===== config.mk =====
export PLATFORM = sky130hd
export DESIGN_NAME = butterfly_pipe
export DESIGN_NICKNAME = d
export VERILOG_FILES = /design/src/rtl/fft_pkg.sv /design/src/rtl/sat_round.sv /design/src/rtl/butterfly_pipe.sv
export SDC_FILE = /design/constraint.sdc
export NUM_CORES = 2
export LEC_CHECK = 0
export CAP_MARGIN = 10
export CORE_AREA = 2 2 481 364
export DETAILED_ROUTE_END_ITERATION = 8
export DIE_AREA = 0 0 483 366
export PLACE_DENSITY = 0.53
export SYNTH_ARGS = -nofsm -noshare
export SYNTH_HDL_FRONTEND = slang
export SYNTH_HIERARCHICAL = 1
export SYNTH_SLANG_ARGS = --single-unit

===== constraint.sdc =====
create_clock -name clk -period 7.81 [get_ports clk]
set_input_delay 2.343 -clock clk [delete_from_list [all_inputs] [get_ports clk]]
set_output_delay 2.343 -clock clk [all_outputs]
set_load 0.1 [all_outputs]

===== src/rtl/fft_pkg.sv =====
// Shared FFT datapath definitions: default sample/twiddle widths and the
// symmetric saturation helpers used by every FFT arithmetic block.
package fft_pkg;

  localparam int DATA_W_DEF = 16;
  localparam int TW_W_DEF   = 16;

  // Largest magnitude representable in a w-bit signed word, as a 64-bit value.
  function automatic logic signed [63:0] sat_max(input int w);
    return (64'sd1 <<< (w - 1)) - 64'sd1;
  endfunction

  // Symmetric floor: the most negative code is deliberately excluded.
  function automatic logic signed [63:0] sat_min(input int w);
    return -sat_max(w);
  endfunction

  function automatic logic signed [63:0] sat_sym(input logic signed [63:0] v,
                                                 input int                 w);
    logic signed [63:0] r;
    r = v;
    if (v > sat_max(w)) begin
      r = sat_max(w);
    end else if (v < sat_min(w)) begin
      r = sat_min(w);
    end
    return r;
  endfunction

  localparam logic signed [DATA_W_DEF-1:0] SAT_MAX = DATA_W_DEF'(sat_max(DATA_W_DEF));
  localparam logic signed [DATA_W_DEF-1:0] SAT_MIN = DATA_W_DEF'(sat_min(DATA_W_DEF));

endpackage


===== src/rtl/sat_round.sv =====
// Combinational arithmetic-shift / round / symmetric-saturate cell.
// Define BFLY_ROUND_EN for round-half-up shifts; otherwise shifts truncate (floor).
module sat_round
  import fft_pkg::*;
#(
  parameter int IN_W  = 17,
  parameter int OUT_W = 16,
  parameter int SHIFT = 0
) (
  input  logic signed [IN_W-1:0]  in_i,
  output logic signed [OUT_W-1:0] out_o,
  output logic                    sat_o
);

  localparam int EXT_W = IN_W + 1;  // one guard bit so the rounding bias cannot wrap

  logic signed [EXT_W-1:0] biased;
  logic signed [EXT_W-1:0] shifted;
  logic signed [63:0]      wide;
  logic signed [63:0]      clamped;

  if (SHIFT > 0) begin : g_shift
`ifdef BFLY_ROUND_EN
    localparam logic signed [EXT_W-1:0] HALF = EXT_W'(1) <<< (SHIFT - 1);
    assign biased = EXT_W'(in_i) + HALF;
`else
    assign biased = EXT_W'(in_i);
`endif
    assign shifted = biased >>> SHIFT;
  end else begin : g_pass
    assign biased  = EXT_W'(in_i);
    assign shifted = biased;
  end

  assign wide    = 64'(shifted);
  assign clamped = sat_sym(wide, OUT_W);
  assign out_o   = OUT_W'(clamped);
  assign sat_o   = (clamped != wide);

endmodule


===== src/rtl/butterfly_pipe.sv =====
// Three-stage pipelined radix-2 DIF butterfly: ya = xa + xb, yb = (xa - xb) * w,
// stall-all valid/ready handshake, sticky ovf. Macro BFLY_ROUND_EN selects rounding.
module butterfly_pipe
  import fft_pkg::*;
#(
  parameter int DATA_W = DATA_W_DEF,
  parameter int TW_W   = TW_W_DEF
) (
  input  logic                     clk,
  input  logic                     rst_n,
  input  logic                     in_valid,
  output logic                     in_ready,
  input  logic signed [DATA_W-1:0] xa_re,
  input  logic signed [DATA_W-1:0] xa_im,
  input  logic signed [DATA_W-1:0] xb_re,
  input  logic signed [DATA_W-1:0] xb_im,
  input  logic signed [TW_W-1:0]   w_re,
  input  logic signed [TW_W-1:0]   w_im,
  input  logic                     scale,
  output logic                     out_valid,
  input  logic                     out_ready,
  output logic signed [DATA_W-1:0] ya_re,
  output logic signed [DATA_W-1:0] ya_im,
  output logic signed [DATA_W-1:0] yb_re,
  output logic signed [DATA_W-1:0] yb_im,
  output logic                     ovf,
  input  logic                     ovf_clr
);

  localparam int SUM_W  = DATA_W + 1;
  localparam int PROD_W = DATA_W + TW_W;
  localparam int ACC_W  = PROD_W + 1;

  logic adv;

  logic signed [DATA_W-1:0] xa [2];
  logic signed [DATA_W-1:0] xb [2];
  logic signed [SUM_W-1:0]  sum_w [2];
  logic signed [SUM_W-1:0]  diff_w [2];
  logic signed [SUM_W-1:0]  sum_sc [2];
  logic signed [DATA_W-1:0] sum_ns [2];
  logic signed [DATA_W-1:0] diff_sat [2];
  logic signed [DATA_W-1:0] s1_sum_d [2];
  logic [1:0]               sat_sum_ns, sat_sum_sc, sat_diff;
  logic                     s1_sat;

  logic                     s1_valid_q, s1_scale_q;
  logic signed [DATA_W-1:0] s1_sum_q [2];
  logic signed [DATA_W-1:0] s1_diff_q [2];
  logic signed [TW_W-1:0]   s1_w_q [2];

  logic signed [PROD_W-1:0] s2_prod_d [4];
  logic                     s2_valid_q, s2_scale_q;
  logic signed [DATA_W-1:0] s2_sum_q [2];
  logic signed [PROD_W-1:0] s2_prod_q [4];

  logic signed [ACC_W-1:0]  acc [2];
  logic signed [DATA_W-1:0] yb_ns [2];
  logic signed [DATA_W-1:0] yb_sc [2];
  logic signed [DATA_W-1:0] yb_d [2];
  logic [1:0]               sat_yb_ns, sat_yb_sc;
  logic                     s3_sat;

  logic                     out_valid_q;
  logic signed [DATA_W-1:0] ya_q [2];
  logic signed [DATA_W-1:0] yb_q [2];
  logic                     ovf_q, ovf_d, ovf_set;

  // Whole pipe moves together; a held output freezes every stage behind it.
  assign adv      = !out_valid_q || out_ready;
  assign in_ready = adv;

  assign xa[0] = xa_re;
  assign xa[1] = xa_im;
  assign xb[0] = xb_re;
  assign xb[1] = xb_im;

  for (genvar i = 0; i < 2; i++) begin : g_s1
    assign sum_w[i]  = SUM_W'(xa[i]) + SUM_W'(xb[i]);
    assign diff_w[i] = SUM_W'(xa[i]) - SUM_W'(xb[i]);

    sat_round #(.IN_W(SUM_W), .OUT_W(DATA_W), .SHIFT(0)) u_sum_ns (
      .in_i(sum_w[i]), .out_o(sum_ns[i]), .sat_o(sat_sum_ns[i]));
    // Halved sum always fits DATA_W, so it is kept one bit wide and never clamps.
    sat_round #(.IN_W(SUM_W), .OUT_W(SUM_W), .SHIFT(1)) u_sum_sc (
      .in_i(sum_w[i]), .out_o(sum_sc[i]), .sat_o(sat_sum_sc[i]));
    sat_round #(.IN_W(SUM_W), .OUT_W(DATA_W), .SHIFT(0)) u_diff (
      .in_i(diff_w[i]), .out_o(diff_sat[i]), .sat_o(sat_diff[i]));

    assign s1_sum_d[i] = scale ? DATA_W'(sum_sc[i]) : sum_ns[i];
  end

  assign s1_sat = (|sat_diff) | (scale ? (|sat_sum_sc) : (|sat_sum_ns));

  assign s2_prod_d[0] = PROD_W'(s1_diff_q[0]) * PROD_W'(s1_w_q[0]);
  assign s2_prod_d[1] = PROD_W'(s1_diff_q[1]) * PROD_W'(s1_w_q[1]);
  assign s2_prod_d[2] = PROD_W'(s1_diff_q[0]) * PROD_W'(s1_w_q[1]);
  assign s2_prod_d[3] = PROD_W'(s1_diff_q[1]) * PROD_W'(s1_w_q[0]);

  assign acc[0] = ACC_W'(s2_prod_q[0]) - ACC_W'(s2_prod_q[1]);
  assign acc[1] = ACC_W'(s2_prod_q[2]) + ACC_W'(s2_prod_q[3]);

  for (genvar i = 0; i < 2; i++) begin : g_s3
    sat_round #(.IN_W(ACC_W), .OUT_W(DATA_W), .SHIFT(TW_W - 1)) u_yb_ns (
      .in_i(acc[i]), .out_o(yb_ns[i]), .sat_o(sat_yb_ns[i]));
    sat_round #(.IN_W(ACC_W), .OUT_W(DATA_W), .SHIFT(TW_W)) u_yb_sc (
      .in_i(acc[i]), .out_o(yb_sc[i]), .sat_o(sat_yb_sc[i]));

    assign yb_d[i] = s2_scale_q ? yb_sc[i] : yb_ns[i];
  end

  assign s3_sat  = s2_scale_q ? (|sat_yb_sc) : (|sat_yb_ns);
  assign ovf_set = adv && ((in_valid && s1_sat) || (s2_valid_q && s3_sat));

  // NOTE: datapath registers are reset as well as the valids, because the
  // y* outputs must read zero while and after reset is applied.
  always_ff @(posedge clk or negedge rst_n) begin
    if (!rst_n) begin
      s1_valid_q  <= 1'b0;
      s1_scale_q  <= 1'b0;
      s2_valid_q  <= 1'b0;
      s2_scale_q  <= 1'b0;
      out_valid_q <= 1'b0;
      for (int i = 0; i < 2; i++) begin
        s1_sum_q[i]  <= '0;
        s1_diff_q[i] <= '0;
        s1_w_q[i]    <= '0;
        s2_sum_q[i]  <= '0;
        ya_q[i]      <= '0;
        yb_q[i]      <= '0;
      end
      for (int k = 0; k < 4; k++) begin
        s2_prod_q[k] <= '0;
      end
    end else if (adv) begin
      // NOTE: non-blocking assignments so each stage captures the previous
      // stage's pre-edge contents, regardless of statement order.
      s1_valid_q  <= in_valid;
      s1_scale_q  <= scale;
      s1_w_q[0]   <= w_re;
      s1_w_q[1]   <= w_im;
      s2_valid_q  <= s1_valid_q;
      s2_scale_q  <= s1_scale_q;
      out_valid_q <= s2_valid_q;
      for (int i = 0; i < 2; i++) begin
        s1_sum_q[i]  <= s1_sum_d[i];
        s1_diff_q[i] <= diff_sat[i];
        s2_sum_q[i]  <= s1_sum_q[i];
        ya_q[i]      <= s2_sum_q[i];
        yb_q[i]      <= yb_d[i];
      end
      for (int k = 0; k < 4; k++) begin
        s2_prod_q[k] <= s2_prod_d[k];
      end
    end
  end

  always_comb begin
    // NOTE: default assigned first so no path leaves ovf_d unassigned (no latch).
    ovf_d = ovf_q;
    if (ovf_clr) ovf_d = 1'b0;
    if (ovf_set) ovf_d = 1'b1;
  end

  always_ff @(posedge clk or negedge rst_n) begin
    if (!rst_n) ovf_q <= 1'b0;
    else        ovf_q <= ovf_d;
  end

  assign out_valid = out_valid_q;
  assign ya_re     = ya_q[0];
  assign ya_im     = ya_q[1];
  assign yb_re     = yb_q[0];
  assign yb_im     = yb_q[1];
  assign ovf       = ovf_q;

endmodule


==> impl_metrics.toml <==
[cts]
cts_buffers = 44
cts_root_buf = "clkbuf_16"
clk_pin_slew_ps = 60
h-tree-depth = 2
postCtsSetupRepairBufs = 0
clock_sinks = 326
cts_tree = "yes"
clk_path_buf_depth = 3
clk_latency_ps = 660

[logic_synthesis]
yosysWarnings = 6
netlist_area_mm2 = 0.0594
avgSynthCellArea_um2 = 8.72
synth_nets = 8435
synth_cells = 6815

[timing]
finalCriticalPeriod_ps = 7330
tns_ps = 0
rsz0062_at_grt = "false"
slew_headroom = 0.110
report.final.setup_viol = 0
maxSlewViolCount = 0
finClkSkew_ps = 31.2
max_freq_mhz = 136
finalHoldViolCount = 0
worstMarginPinSlew_ps = 1330
finalCritPeriodShare = 0.939

[route]
drt_iter0_drc = 3264
wirelength_um = 173000
wire_per_inst_um = 18.9
num_vias = 44800
drt_pre_antenna_iters = 5
ant_nets = 0
vias_per_cell = 4.88
remaining_drc_errors = 0

[critical_path]
path_max_fanout = 23
slowest_delay_ps = 1010
crit_required_ps = 8310
cpMostUsedCell = "fa_1"
cp_cell_sequence = "nand2_1 > fa_1 > inv_1 > fa_1 > fa_1 > fa_1 > fa_1 > inv_1 > fa_1 > inv_1 > ha_1 > a21o_1 > a21oi_1 > nor2b_1 > o21ai_0 > o21ai_1 > or4_1 > a41oi_1 > xor2_1 > o21ai_1"
start_kind = "flop"
cp_slowest_cell = "dfrtp_1"
crit_arrival_ps = 7830
endpoint_kind = "flop"
path_class = "flop to flop"

[floorplan]
ioPinCount = 169
start_util = 0.346
die_height_um = 366
core_mm2 = 0.172
rows = 132
dieArea_mm2 = 0.177
die_x_um = 483

[place]
port_buffers = 168
placedCellCount = 9092
routabilityCongestion = 0.884
place_hpwl_um = 143000

[min_path]
worstHoldPathType = "flop to flop"

[job]
drv_cap = 0

[final_layout]
multi_input_area_mm2 = 0.0447
layoutNonFillerInstCount = 9178
finish.utilization = 0.383
nets = 8484
area_growth_pct = 10.7
drive_gt1_frac = 0.0475
regArea_mm2 = 0.00817
fill_cells = 17600

[global_routing]
grt_max_degree = 130
gr-total-overflow = 0
antenna_found_initial = 3
grt_pass1_vias = 46300
grt_pass1_wl_um = 276000
grt.total_usage = 0.200

[outcome]
status = "finished clean"
## placed cells by master, fill, tap and decap left out, types with 22 or more instances in the layout
cell / instances
inv_1: 1393
nand2_1: 1108
fa_1: 1054
and2_1: 504
ha_1: 464
dfrtp_1: 318
o21ai_0: 306
nor2_1: 200
a21oi_1: 184
clkdlybuf4s50_1: 165
buf_4: 157
xnor2_1: 140
mux2i_1: 72
xor2_1: 66
a21o_1: 60
nor3_1: 49
clkbuf_16: 44
nand3_1: 41
a211oi_1: 39
nand2b_1: 38
o21a_1: 27
o21ai_1: 27
o21bai_1: 27
nor2b_1: 26
or3_1: 25
o31ai_1: 24
nor4_2: 24
o211ai_1: 23
nand4_1: 22
## cell type report
cell class	instances	area share
diodes	1	0.0000380
clock buffers	55	0.0178
clock inverters	26	0.00592
inverters	1396	0.0798
multi-input cells	4753	0.680
flip-flops and latches	326	0.124
well taps	2278	0.0433
repair buffers	343	0.0489
## path summary, 6_finish.rpt
path / slack, ps / to / startpoint / cells past startpoint
max: 480 / s2_prod_q[30]$_DFFE_PN0P_ / s1_w_q[21]$_DFFE_PN0P_ / 20
min: 460 / s2_sum_q[8]$_DFFE_PN0P_ / s2_sum_q[8]$_DFFE_PN0P_ / 2
max reg2reg: 480 / s2_prod_q[30]$_DFFE_PN0P_ / s1_w_q[21]$_DFFE_PN0P_ / 20
min reg2reg: 460 / s2_sum_q[8]$_DFFE_PN0P_ / s2_sum_q[8]$_DFFE_PN0P_ / 2
max in group asynchronous: 4990 / s1_w_q[12]$_DFFE_PN0P_ / rst_n / 2
min in group asynchronous: 1610 / yb_re[1]$_DFFE_PN0P_ / rst_n / 1
## metal layers
layer	track usage	vias up	wire length, um
li1	-	20900	-
met1	0.299	22700	84700
met2	0.301	1100	74300
met3	0.0350	151	10900
met4	0.0394	0	3330
met5	0	-	0
## what timing repair did
| action | 4_1_cts | 5_1_grt |
|---|---|---|
| hold buffers | 0 | 0 |
| gates resized for setup | 0 | 1 |
| endpoints found under the setup margin | 0 | 1 |
## worst max-delay path: cells and delay by family, from the launching register on
kind                     cells  cell delay (ps)
AO/OA/AOI/OAI                6             1040
XOR/XNOR                     1              410
adder cells (fa/ha/maj)      7             3770
buffers and inverters        3              170
flip-flops                   1             1010
AND/OR/NAND/NOR              3              760
## state kept, by name, indices dropped and copies added (netlist names)
name	count
s2_prod_q	128
out_valid	1
s2_valid_q	1
ovf	1
s1_w_q	32
s1_scale_q	1
ya_im	16
s1_diff_q	32
s1_valid_q	1
ya_re	16
yb_im	16
s1_sum_q	32
s2_sum_q	32
s2_scale_q	1
yb_re	16
## per-stage QoR
| stage | worst slack [ps] | area (um2) | hold slack [ps] |
|---|---|---|---|
| 3_5_place_dp | 372 | 64100 | 453 |
| 2_1_floorplan | 1220 | 59400 | 439 |
| 6_report | 479 | 65800 | 465 |
| 5_1_grt | 104 | 65800 | 478 |
| 3_3_place_gp | 408 | 64100 | 450 |
| 4_1_cts | 404 | 65700 | 466 |
Power is left out: the tool's default activity adds up to more than one toggle a clock period on the data nets, which glitch-free logic cannot reach.
